$ cat src/rtl/cart2polar_cordic_if.sv
// rtl/cart2polar_cordic_if.sv - start/operand and result bundle for cart2polar_cordic
interface cart2polar_cordic_if;
    logic              Start_Pulse;
    logic signed [8:0] InpX;
    logic signed [8:0] InpY;
    logic        [7:0] Inp_The;
    logic        [8:0] OTPX;
    logic signed [8:0] OTPY;
    logic        [7:0] Theta_Pre;

    modport master (
        output Start_Pulse, InpX, InpY, Inp_The,
        input  OTPX, OTPY, Theta_Pre
    );

    modport slave (
        input  Start_Pulse, InpX, InpY, Inp_The,
        output OTPX, OTPY, Theta_Pre
    );
endinterface

$ cat src/rtl/cart2polar_cordic.sv
// rtl/cart2polar_cordic.sv - iterative 9-bit vectoring CORDIC, Cartesian to polar
// Define CORDIC_GAIN_COMP_EN to scale the magnitude by the inverse CORDIC gain.
module cart2polar_cordic (
    input  logic               CLK,
    input  logic               RST_N,
    cart2polar_cordic_if.slave bus
);
    typedef enum logic [1:0] {IDLE, PRE, ITER, OUT} state_t;

    state_t             state;
    logic               rst_released;
    logic signed [11:0] x;
    logic signed [11:0] y;
    logic        [7:0]  z;
    logic        [2:0]  iter;
    logic               zero_vec;

    logic signed [11:0] x_shift;
    logic signed [11:0] y_shift;
    logic        [7:0]  atan_step;
    logic signed [21:0] mag;
    logic        [8:0]  mag_sat;
    logic signed [8:0]  y_sat;

    assign x_shift = x >>> iter;
    assign y_shift = y >>> iter;

    always_comb begin
        atan_step = 8'd0;
        case (iter)
            3'd0: atan_step = 8'd32;
            3'd1: atan_step = 8'd19;
            3'd2: atan_step = 8'd10;
            3'd3: atan_step = 8'd5;
            3'd4: atan_step = 8'd3;
            3'd5: atan_step = 8'd1;
            3'd6: atan_step = 8'd1;
            default: atan_step = 8'd0;
        endcase
    end

`ifdef CORDIC_GAIN_COMP_EN
    logic signed [21:0] x_wide;
    assign x_wide = {{10{x[11]}}, x};
    // Shifted terms are summed at full precision and truncated once: X * 311 / 512.
    assign mag = ((x_wide <<< 8) + (x_wide <<< 6) - (x_wide <<< 3) - x_wide) >>> 9;
`else
    assign mag = {{10{x[11]}}, x};
`endif

    always_comb begin
        mag_sat = mag[8:0];
        if (mag < 22'sd0) begin
            mag_sat = 9'd0;
        end else if (mag > 22'sd255) begin
            mag_sat = 9'd255;
        end
    end

    always_comb begin
        y_sat = y[8:0];
        if (y > 12'sd255) begin
            y_sat = 9'sd255;
        end else if (y < -12'sd256) begin
            y_sat = -9'sd256;
        end
    end

    // rst_released holds off start acceptance until the first edge after reset release.
    always_ff @(posedge CLK or negedge RST_N) begin
        if (!RST_N) begin
            state         <= IDLE;
            rst_released  <= 1'b0;
            x             <= '0;
            y             <= '0;
            z             <= '0;
            iter          <= '0;
            zero_vec      <= 1'b0;
            bus.OTPX      <= '0;
            bus.OTPY      <= '0;
            bus.Theta_Pre <= '0;
        end else begin
            rst_released <= 1'b1;
            if (rst_released && bus.Start_Pulse) begin
                x        <= {{3{bus.InpX[8]}}, bus.InpX};
                y        <= {{3{bus.InpY[8]}}, bus.InpY};
                z        <= bus.Inp_The;
                iter     <= '0;
                zero_vec <= (bus.InpX == 9'sd0) && (bus.InpY == 9'sd0);
                state    <= PRE;
            end else begin
                case (state)
                    PRE: begin
                        if (x < 12'sd0) begin
                            x <= -x;
                            y <= -y;
                            z <= z + 8'd128;
                        end
                        iter  <= '0;
                        state <= ITER;
                    end
                    ITER: begin
                        // A zero vector has no direction; keep the angle at the offset.
                        if (!y[11]) begin
                            x <= x + y_shift;
                            y <= y - x_shift;
                            if (!zero_vec) z <= z + atan_step;
                        end else begin
                            x <= x - y_shift;
                            y <= y + x_shift;
                            if (!zero_vec) z <= z - atan_step;
                        end
                        iter <= iter + 3'd1;
                        if (iter == 3'd7) state <= OUT;
                    end
                    OUT: begin
                        bus.OTPX      <= mag_sat;
                        bus.OTPY      <= y_sat;
                        bus.Theta_Pre <= z;
                        state         <= IDLE;
                    end
                    default: state <= IDLE;
                endcase
            end
        end
    end
endmodule

$ cat src/flat_wrapper.sv
// flat-port wrapper written by rule: the top's interface ports become plain ports
module cart2polar_cordic_flat 
  (CLK, RST_N, bus_Start_Pulse, bus_InpX, bus_InpY, bus_Inp_The, bus_OTPX, bus_OTPY, bus_Theta_Pre);
  cart2polar_cordic_if bus_i ();
  input  logic CLK;
  input  logic RST_N;
  input wire logic [$bits(bus_i.Start_Pulse)-1:0] bus_Start_Pulse;
  input wire logic [$bits(bus_i.InpX)-1:0] bus_InpX;
  input wire logic [$bits(bus_i.InpY)-1:0] bus_InpY;
  input wire logic [$bits(bus_i.Inp_The)-1:0] bus_Inp_The;
  output wire logic [$bits(bus_i.OTPX)-1:0] bus_OTPX;
  output wire logic [$bits(bus_i.OTPY)-1:0] bus_OTPY;
  output wire logic [$bits(bus_i.Theta_Pre)-1:0] bus_Theta_Pre;
  assign bus_i.Start_Pulse = bus_Start_Pulse;
  assign bus_i.InpX = bus_InpX;
  assign bus_i.InpY = bus_InpY;
  assign bus_i.Inp_The = bus_Inp_The;
  assign bus_OTPX = bus_i.OTPX;
  assign bus_OTPY = bus_i.OTPY;
  assign bus_Theta_Pre = bus_i.Theta_Pre;
  cart2polar_cordic u_core (.CLK(CLK), .RST_N(RST_N), .bus(bus_i));
endmodule
$ cat config.mk
export PLATFORM = sky130hd
export DESIGN_NAME = cart2polar_cordic_flat
export DESIGN_NICKNAME = d
export VERILOG_FILES = /design/src/rtl/cart2polar_cordic_if.sv /design/src/rtl/cart2polar_cordic.sv /design/src/flat_wrapper.sv
export SDC_FILE = /design/constraint.sdc
export NUM_CORES = 1
export LEC_CHECK = 0
export BUFFER_PORTS_ARGS = -buffer_cell sky130_fd_sc_hd__buf_4
export CAP_MARGIN = 25
export CORE_UTILIZATION = 62
export CTS_CLUSTER_DIAMETER = 120
export DETAILED_ROUTE_END_ITERATION = 8
export GPL_TIMING_DRIVEN = 0
export PLACE_DENSITY = 0.82
export SLEW_MARGIN = 20
export SYNTH_ARGS = -nofsm -noshare
export SYNTH_HDL_FRONTEND = slang
export SYNTH_SLANG_ARGS = --single-unit
export TNS_END_PERCENT = 50
$ cat constraint.sdc
create_clock -name CLK -period 4.8 [get_ports CLK]
set_clock_uncertainty 0.05 [all_clocks]
set_input_delay 0.96 -clock CLK [delete_from_list [all_inputs] [get_ports CLK]]
set_output_delay 0.96 -clock CLK [all_outputs]
set_load 0.05 [all_outputs]
==> out/qor.csv <==
metric,value,unit
worst hold slack,0.419,ns
CTS max path bufs,2,
Num CTS Buffers,9,
routability cong.,1.00,
ys flop type,dfrtp_1,
placed cells,948,
Routed wire per std cell,21.0,um
Die X,103,um
Filler Cell Count,795,
final setup fails,0,
Final Hold Fails,0,
Std-Cell Rows,36,
CP dominant cell by count,a21o_1,
DRT iter0 DRCs,509,
core footprint,9820,um^2
Antenna Nets Post-Route,0,
final-stage net count,901,
Initial Utilization,0.645,
final wirelength,20300,um
global route total overflow,0,
max-capacitance violation count,0,
CP Capture Type,flop,
Post-synth EDFFs,0,
max incr delay on CP,0.61,ns
final period utilization,0.960,
Crit path buffers/inverters,1,
Initial DRT Pass Iterations,5,
CP required,5.04,ns
clk_lat worst skew,0.37,ns
IO Port Bufs,54,
CP Max Fanout,10,
Slew HR,0.422,
WS Path Type,reg2reg,
initial antenna violation count,1,
length in cells of the worst reg-to-reg path,16,
Worst Tran Pin Value,0.867,ns
post-synthesis sequential area ratio,0.257,
WP data arrival,4.84,ns
Final Non-Filler Cells,964,
hpwl dp,15200,um
Via-to-Cell Ratio,6.54,
largest net degree at the start of global routing,66,
WHS Path Cells,2,
Top Ports,55,
Min-Delay Path Class,reg2reg,
Layout Utilization,0.722,
height of the die,103,um
CTS tree,done,
area of the multi-input gates,4280,um^2
crit path time final,4.61,ns
Clock Pin Slew Worst Setup and Hold Paths,0.08,ns
CTS H-Tree Depth,3,
first-pass GRT wire length,30900,um
"Avg Cell Area, Syn",8.32,um^2
"Slowest-stage cell, CP",mux4_1,
Crit path depth,16,
P&R area growth vs syn,12.0,%
die area,10600,um^2
critical path startpoint category,flop,
Final Slew Violations,0,
post-synthesis async set-or-reset flop share,1.00,
setup TNS,0,ns
GRT Overall Usage,0.399,
top cell family by delay on the critical path,compound AO/OA/AOI/OAI gates,
via count,6304,
status,completed,
Post-Syn Instances,761,
Synthesized Nets,836,
FF+latch area,1630,um^2
share of layout cells above drive strength 1,0.152,
RSZ-0062 raised after global routing,no,
vias in the first global route,5944,
Yosys cell types,79,
worst path cell trace,"clkbuf_1, mux4_1, mux2i_2, ha_1, o2111ai_1, nand2_1, xnor2_1, o21ai_2, ha_1, a21o_1, a21o_1, o21bai_1, a21o_1, or3b_1, and3b_1, o31ai_2",
post-synthesis register bit count,65,
Ant. Diodes,0,
synth warn,0,
Post-Syn Area,6330,um^2
Root Buffer,clkbuf_8,
clk sinks,65,
Max Freq,217,MHz
DRC errors left,0,
## metal layers
metal | GRT usage | routed length (um) | vias up
met5 | 0 | 0 | -
met4 | 0.203 | 816 | 0
met3 | 0.0942 | 2320 | 56
met1 | 0.520 | 8000 | 2982
met2 | 0.619 | 9140 | 393
li1 | - | - | 2873
## Yosys cell counts (all sizes together), types with 9 or more instances
library cell | instances | share of area
nor2 | 89 | 0.053
nand2 | 85 | 0.050
dfrtp | 65 | 0.26
a21oi | 63 | 0.050
o21ai | 52 | 0.041
ha | 43 | 0.085
mux2i | 32 | 0.051
inv | 30 | 0.018
xnor2 | 28 | 0.039
clkbuf | 27 | 0.018
buf | 23 | 0.031
nor3 | 18 | 0.014
xor2 | 14 | 0.019
o31ai | 13 | 0.016
mux2 | 12 | 0.022
mux4 | 12 | 0.047
nand3 | 12 | 0.0095
and2 | 9 | 0.0091
o22ai | 9 | 0.0089
## area by class of cell
| class | instances | share of cell area |
|---|---|---|
| Multi-Input combinational cell | 613 | 0.604 |
| Sequential cell | 65 | 0.229 |
| Timing Repair Buffer | 54 | 0.0572 |
| Buffer | 51 | 0.0446 |
| Tap cell | 133 | 0.0235 |
| Clock buffer | 12 | 0.0205 |
| Inverter | 32 | 0.0169 |
| Clock inverter | 4 | 0.00406 |
## kinds of logic after synthesis
| kind of cell | Yosys count | share of synthesized area |
|---|---|---|
| and+or+nand+nor | 258 | 0.189 |
| AOI/OAI and AO/OA | 210 | 0.212 |
| buffers and inverters | 83 | 0.0688 |
| DFF | 65 | 0.257 |
| muxes | 56 | 0.121 |
| adders and majority gates | 46 | 0.0945 |
| xor gates and xnor gates | 42 | 0.0581 |
| other | 1 | 0.000592 |
## sequential cells by signal, indices dropped and copies added, names as in the netlist
register              flops
u_core.bus.OTPX           9
u_core.bus.OTPY           9
u_core.bus.Theta_Pre      8
u_core.iter               3
u_core.rst_released       1
u_core.state              2
u_core.x                 12
u_core.y                 12
u_core.z                  8
u_core.zero_vec           1
## final timing paths
kind / startpoint / end / slack (ns)
setup / recovery: u_core.y[2] / u_core.x[11] / 0.19
hold / removal: u_core.bus.OTPY[5] / u_core.bus.OTPY[5] / 0.42
setup reg to reg: u_core.y[2] / u_core.x[11] / 0.19
hold reg to reg: u_core.bus.OTPY[5] / u_core.bus.OTPY[5] / 0.42
max in group asynchronous: RST_N / u_core.y[0] / 3.49
min in group asynchronous: RST_N / u_core.bus.OTPX[8] / 0.64
## timing repair
action / in CTS / in global routing
setup buffers: 0 / 0
setup endpoints to repair: 0 / 4
hold buffers: 0 / 0
resized for setup: 0 / 7
## through the flow
stage / area [um^2] / setup WS [ns]
finish: 7090 / 0.191
global route: 7090 / 0.0372
CTS: 7080 / 0.0713
detailed placement: 6900 / 0.121
global placement: 6900 / 0.231
floorplan: 6330 / 0.877
## worst reg2reg max path, stage by stage, from the launching register on
cell       delay, ns
dfrtp_1         0.40
clkbuf_1        0.26
mux4_1          0.62
mux2i_2         0.32
ha_1            0.31
o2111ai_1       0.13
nand2_1         0.20
xnor2_1         0.13
o21ai_2         0.23
ha_1            0.33
a21o_1          0.21
a21o_1          0.19
o21bai_1        0.18
a21o_1          0.21
or3b_1          0.37
and3b_1         0.20
o31ai_2         0.17
## placed cells by master, fill, tap and decap left out, types with 9 or more instances in the layout
cell type / netlist / layout
nand2_1: 85 / 85
ha_1: 43 / 43
clkbuf_8: 1 / 11
buf_6: 9 / 9
xor2_1: 14 / 14
nor3_1: 18 / 18
clkbuf_1: 26 / 27
o31ai_1: 12 / 11
nand3_1: 12 / 12
inv_1: 29 / 29
buf_4: 4 / 58
o21ai_0: 51 / 50
mux2_2: 10 / 10
dfrtp_1: 65 / 65
mux2i_1: 31 / 30
a21oi_1: 63 / 63
xnor2_1: 28 / 28
o22ai_1: 9 / 9
nor2_1: 89 / 89
Power is left out: the tool's default activity adds up to more than one toggle a clock period on the data nets, which glitch-free logic cannot reach.
